$ cat config.mk
export PLATFORM = sky130hd
export DESIGN_NAME = v1_pulse_gen
export DESIGN_NICKNAME = d
export VERILOG_FILES = /design/src/rtl/v1_pulse_gen.sv
export SDC_FILE = /design/constraint.sdc
export NUM_CORES = 1
export LEC_CHECK = 0
export CELL_PAD_IN_SITES_DETAIL_PLACEMENT = 1
export CELL_PAD_IN_SITES_GLOBAL_PLACEMENT = 1
export CORE_MARGIN = 1
export CORE_UTILIZATION = 40
export CTS_BUF_LIST = sky130_fd_sc_hd__clkbuf_4 sky130_fd_sc_hd__clkbuf_8 sky130_fd_sc_hd__clkbuf_16
export CTS_CLUSTER_SIZE = 24
export DETAILED_ROUTE_END_ITERATION = 12
export GPL_ROUTABILITY_DRIVEN = 0
export GPL_TIMING_DRIVEN = 0
export PLACE_DENSITY_LB_ADDON = 0.1
export SLEW_MARGIN = 20
export SYNTH_ARGS = -nofsm -noshare
export SYNTH_HDL_FRONTEND = slang
export SYNTH_SLANG_ARGS = --single-unit
$ cat constraint.sdc
create_clock -name clk -period 6.25 [get_ports clk]
set_input_delay 0.9375 -clock clk [delete_from_list [all_inputs] [get_ports clk]]
set_output_delay 0.9375 -clock clk [all_outputs]
set_load 0.03 [all_outputs]
$ cat src/rtl/v1_pulse_gen.sv
// v1_pulse_gen: test-pulse synthesizer standing in for the preamp/ADC in
// front of v1_filter. Each pulse is a linear rise to a latched amplitude,
// then a geometric decay (acc -= acc >> DECAY_SHIFT), added to a live
// baseline and saturated to the sample width. Single-shot or periodic.
module v1_pulse_gen #(
  parameter int unsigned SIZE_ADC_DATA = 14,
  parameter int unsigned DECAY_SHIFT   = 4,
  parameter int unsigned RISE_LOG2     = 2,
  parameter int unsigned PERIOD_W      = 16
) (
  input  logic                     clk,
  input  logic                     reset,
  input  logic                     start,
  input  logic                     repeat_en,
  input  logic [SIZE_ADC_DATA-1:0] amplitude,
  input  logic [SIZE_ADC_DATA-1:0] baseline,
  input  logic [PERIOD_W-1:0]      period,
  output logic                     busy,
  output logic                     pulse_start,
  output logic                     overrun,
  output logic [SIZE_ADC_DATA-1:0] adc_data
);

  localparam int unsigned ACC_W    = SIZE_ADC_DATA + DECAY_SHIFT;
  localparam int unsigned RISE_LEN = 1 << RISE_LOG2;
  localparam int unsigned RC_W     = (RISE_LOG2 > 0) ? RISE_LOG2 : 1;

  typedef enum logic [1:0] {
    S_IDLE,
    S_RISE,
    S_DECAY,
    S_GAP
  } state_t;

  state_t                   state_q;
  logic [ACC_W-1:0]         acc_q;
  logic [SIZE_ADC_DATA-1:0] amp_l_q;
  logic [PERIOD_W-1:0]      per_l_q;
  logic [RC_W-1:0]          rise_cnt_q;
  logic [PERIOD_W-1:0]      per_cnt_q;
  logic                     gap_first_q;
  logic                     busy_q;
  logic                     pulse_start_q;
  logic                     overrun_q;
  logic [SIZE_ADC_DATA-1:0] adc_q;

  logic [SIZE_ADC_DATA-1:0] acc_int;
  logic [SIZE_ADC_DATA:0]   sum;
  logic [SIZE_ADC_DATA-1:0] adc_d;
  logic [ACC_W-1:0]         amp_full;
  logic [ACC_W-1:0]         rise_step;
  logic [ACC_W-1:0]         decay_dec;
  logic                     rise_last;
  logic [PERIOD_W-1:0]      per_last;
  logic [PERIOD_W-1:0]      per_cnt_d;
  logic                     launch;

  // Datapath helpers: saturated output sample, rise/decay steps, period compare.
  always_comb begin
    acc_int   = acc_q[ACC_W-1 -: SIZE_ADC_DATA];
    sum       = {1'b0, baseline} + {1'b0, acc_int};
    adc_d     = sum[SIZE_ADC_DATA] ? '1 : sum[SIZE_ADC_DATA-1:0];
    amp_full  = ACC_W'(amp_l_q) << DECAY_SHIFT;
    rise_step = amp_full >> RISE_LOG2;
    decay_dec = acc_q >> DECAY_SHIFT;
    rise_last = (rise_cnt_q == RC_W'(RISE_LEN - 1));
    // A latched period of 0 behaves as 1.
    per_last  = (per_l_q == '0) ? '0 : per_l_q - 1'b1;
    per_cnt_d = (&per_cnt_q) ? per_cnt_q : per_cnt_q + 1'b1;
    // Start is honoured only in IDLE; GAP retriggers directly into RISE.
    launch    = ((state_q == S_IDLE) && start) ||
                ((state_q == S_GAP) && repeat_en && (per_cnt_q >= per_last));
  end

  // Pulse FSM with accumulator, counters and registered outputs.
  always_ff @(posedge clk) begin
    if (!reset) begin
      state_q       <= S_IDLE;
      acc_q         <= '0;
      amp_l_q       <= '0;
      per_l_q       <= '0;
      rise_cnt_q    <= '0;
      per_cnt_q     <= '0;
      gap_first_q   <= 1'b0;
      busy_q        <= 1'b0;
      pulse_start_q <= 1'b0;
      overrun_q     <= 1'b0;
      adc_q         <= '0;
    end else begin
      adc_q         <= adc_d;
      pulse_start_q <= 1'b0;
      case (state_q)
        S_IDLE: begin
          acc_q <= '0;
        end
        S_RISE: begin
          per_cnt_q  <= per_cnt_d;
          rise_cnt_q <= rise_cnt_q + 1'b1;
          // Land exactly on the peak so step truncation never loses height.
          if (rise_last) begin
            acc_q   <= amp_full;
            state_q <= S_DECAY;
          end else begin
            acc_q <= acc_q + rise_step;
          end
        end
        S_DECAY: begin
          per_cnt_q <= per_cnt_d;
          if (decay_dec == '0) begin
            acc_q       <= '0;
            state_q     <= S_GAP;
            gap_first_q <= 1'b1;
          end else begin
            acc_q <= acc_q - decay_dec;
          end
        end
        S_GAP: begin
          per_cnt_q   <= per_cnt_d;
          gap_first_q <= 1'b0;
          if (!repeat_en) begin
            state_q <= S_IDLE;
            busy_q  <= 1'b0;
          end else if (launch && gap_first_q) begin
            overrun_q <= 1'b1;
          end
        end
        default: begin
          state_q <= S_IDLE;
          busy_q  <= 1'b0;
        end
      endcase
      // A new pulse overrides the per-state updates above.
      if (launch) begin
        amp_l_q       <= amplitude;
        per_l_q       <= period;
        rise_cnt_q    <= '0;
        per_cnt_q     <= '0;
        acc_q         <= '0;
        state_q       <= S_RISE;
        busy_q        <= 1'b1;
        pulse_start_q <= 1'b1;
      end
    end
  end

  assign busy        = busy_q;
  assign pulse_start = pulse_start_q;
  assign overrun     = overrun_q;
  assign adc_data    = adc_q;

endmodule
==> qor.csv <==
stage,metric,value,unit
status,outcome,finished clean,
critical_path,crit_top_cell,a21oi_1,
floorplanning,core-area,15430,sq um
synthesis,synthFlopType,dfxtp_1,
clock_tree,hold_buffers,0,
layout,regArea,1722,sq um
place,placed_cells,1039,
routing,drt_drc_violations_left,0,
timing,period_needed,4.167,ns
synthesis,async_reset_ff_share,0,%
synthesis,yosysSeqAreaShare,26.85,%
synthesis,synth_area_leaders,"dfxtp_1 27%, ha_1 13%, mux2i_1 5.6%, xnor2_1 4.6%, nor2_1 4.2%",
timing,fin_crit_sh,66.67,%
floorplanning,die_h,128.6,um
critical_path,worst-path-max-fanout,10,
clock_tree,cts_tree,built,
global_route,overflow,0,
critical_path,worstSetupEndpointType,flip-flop,
critical_path,cp_cell_sequence,"or4_1, nor4_1, nand4b_1, clkbuf_1, nand2_1, ha_1, a21oi_1, nor2_1, a2111oi_0, a21oi_1, o21ai_1, buf_4, buf_2, mux2i_1, nor2b_1",
critical_path,cp.required,6.49,ns
synthesis,synthTopCellsByCount,"86 x dfxtp_1, 71 x nor2_1, 68 x ha_1, 64 x nand2_1, 42 x a21oi_1",
layout,fillers,1902,
global_route,grt_pass1_wl,31.35,mm
routing,wl_met2,8.805,mm
pwr,p_leak,0.003282,uW
clock_tree,clock_latency,0.35,ns
global_route,track_usage,24.45,%
place,io_buffers,64,
timing,timing_hold_violations_final,0,
timing,slew_headroom,51.32,%
critical_path,path_class,reg -> reg,
clock_tree,cts_buffers,9,
critical_path,crit_path_top_delay_cell,or4_1,
floorplanning,die_x,128.6,um
synthesis,yosys.area.top_type,dfxtp_1,
synthesis,synth_seq_cells,86,
clock_tree,cts_buffer_depth,2,
place,place_ws,2.085,ns
floorplanning,ios,65,
routing,wire_per_inst,18.09,um
hold_path,hold_depth,2,
timing,rsz0062_at_grt,false,
pwr,powerDensity,371.7,nW/um^2
routing,drtAntennaViolNets,0,
place,dpl.hpwl,15.42,mm
clock_tree,cts-root-buf,clkbuf_16,
routing,top_layer,met4,
clock_tree,cts_max_level,3,
clock_tree,ctsResizeCount,0,
layout,drive_gt1_share,6.280,%
layout,multi_input_area,4390,sq um
hold_path,hold_path.class,reg -> reg,
routing,met3_wirelength,734,um
flow_run,maxCapViolations,0,
timing,layout_setup_ws,2.083,ns
synthesis,syn_area,6411,sq um
floorplanning,fp-row-count,45,
routing,vias_per_cell,5.572,
routing,vias,5878,
routing,firstDrtPassIters,5,
clock_tree,cts_setup_buffers,0,
hold_path,worstHoldStart,acc_q[0],
synthesis,syn_nets,883,
timing,setup_viol,0,
synthesis,synth-warning-count,0,
clock_tree,numClockSinks,86,
routing,wl,19.09,mm
clock_tree,clkTransAtPathRegs,0.07,ns
global_route,antenna_found_initial,0,
critical_path,worst-r2r-setup-slack,2.08,ns
pwr,ir_worst_vdd,0.2252,mV
critical_path,arrival,4.41,ns
critical_path,startpoint_type,flip-flop,
synthesis,syn_area_per_cell,8.392,sq um
synthesis,synth-edff-count,0,
hold_path,hold_end,acc_q[0],
global_route,grt_max_degree,17,
timing,skew,0.009442,ns
critical_path,r2r-end,amp_l_q[7],
synthesis,synth_top_cell_area_share,26.85,%
critical_path,reg2reg_from,per_l_q[8],
critical_path,ff2ff_path_depth,15,
critical_path,cpPeakStageDelay,0.62,ns
timing,worst_slew_pin_slew,0.7303,ns
synthesis,yosys.cell_count.top_type,dfxtp_1,
timing,fmax,240.0,MHz
synthesis,synthesis.instances,764,
timing,holdWs,0.5005,ns
synthesis,synth.distinct_cells,76,
timing,setup_tns,0,ns
timing,report.final.slew_viol_count,0,
floorplanning,dieArea,16540,sq um
layout,syn_to_final_growth,18.50,%
layout,antenna_cells,0,
routing,drt_first_iter_violations,256,
layout,instances_no_fill,1055,
global_route,grt_pass1_vias,6020,
floorplanning,start_util,41.56,%
layout,nets,958,
routing,wl_met1,9.139,mm
layout,fin_util,49.25,%
-- report_power, final --
part | internal [uW] | switching, uW
clock | 275 | 247
combinational | 649 | 932
sequential | 630 | 91.0
total | 1550 | 1270
-- worst max-delay path: cells and delay by family, from the launching register on --
family / cells / cell delay [ns]
compound gates: 4 / 0.77
mux: 1 / 0.26
fa+ha+maj: 1 / 0.25
buf+inv: 3 / 0.84
simple gates: 6 / 1.55
flops: 1 / 0.38
-- per-stage QoR --
stage	cell area, sq um	total power, uW
after floorplan	6411	1877
after global placement	7316	2223
after detailed placement	7316	2320
after CTS	7597	2855
after global routing	7597	3110
final	7597	2824
-- worst max path at each step --
stage,start,endpoint
floorplan,per_l_q[8],amp_l_q[5]
detailed placement,per_l_q[8],amp_l_q[7]
global route,per_l_q[8],amp_l_q[7]
CTS,per_l_q[8],amp_l_q[7]
finish,per_l_q[8],amp_l_q[7]
global placement,per_l_q[8],acc_q[12]
-- cells by family after synthesis --
kind of cell	share of synthesized area [%]
and+or+nand+nor	21.14
AOI/OAI and AO/OA	19.52
DFF	26.85
adders and majority gates	14.21
buffers and inverters	4.664
xor gates and xnor gates	7.650
muxes	5.972
-- routing by layer --
layer	vias to the layer above	GRT usage, %
li1	2898	-
met1	2812	32.28
met2	141	41.08
met3	27	2.952
met4	0	8.581
met5	-	0
-- final cells by class --
| class | count | area share, % |
|---|---|---|
| inverter | 38 | 1.877 |
| clock inverter | 7 | 0.7411 |
| sequential | 86 | 22.66 |
| clock buffer | 9 | 2.964 |
| tap | 211 | 3.475 |
| timing repair buffer | 64 | 8.432 |
| buffer | 24 | 2.059 |
| multi-input combinational | 616 | 57.79 |
-- flip-flops by register name, summed over array words and instances, names as in the netlist --
name	flops
amp_l_q	14
overrun	1
per_cnt_q	16
pulse_start	1
gap_first_q	1
acc_q	18
state_q	2
adc_data	14
per_l_q	16
rise_cnt_q	2
busy	1
-- cell usage in the layout (no fill, tap or decap), drive strengths merged, types with 5 or more instances in the layout --
cell type,count
a211oi,5
a21boi,8
a21o,8
a21oi,44
a222oi,5
a22o,5
a22oi,5
a31oi,9
and2,9
and3,6
buf,15
clkbuf,18
clkdlybuf4s50,64
dfxtp,86
ha,68
inv,41
mux2i,36
nand2,65
nand2b,7
nand3,18
nand4,8
nor2,71
nor2b,38
nor3,21
nor4,8
o211ai,5
o21a,14
o21ai,36
or2,6
or3,5
xnor2,34
xor2,22
Power figures use the tool's default switching activity.
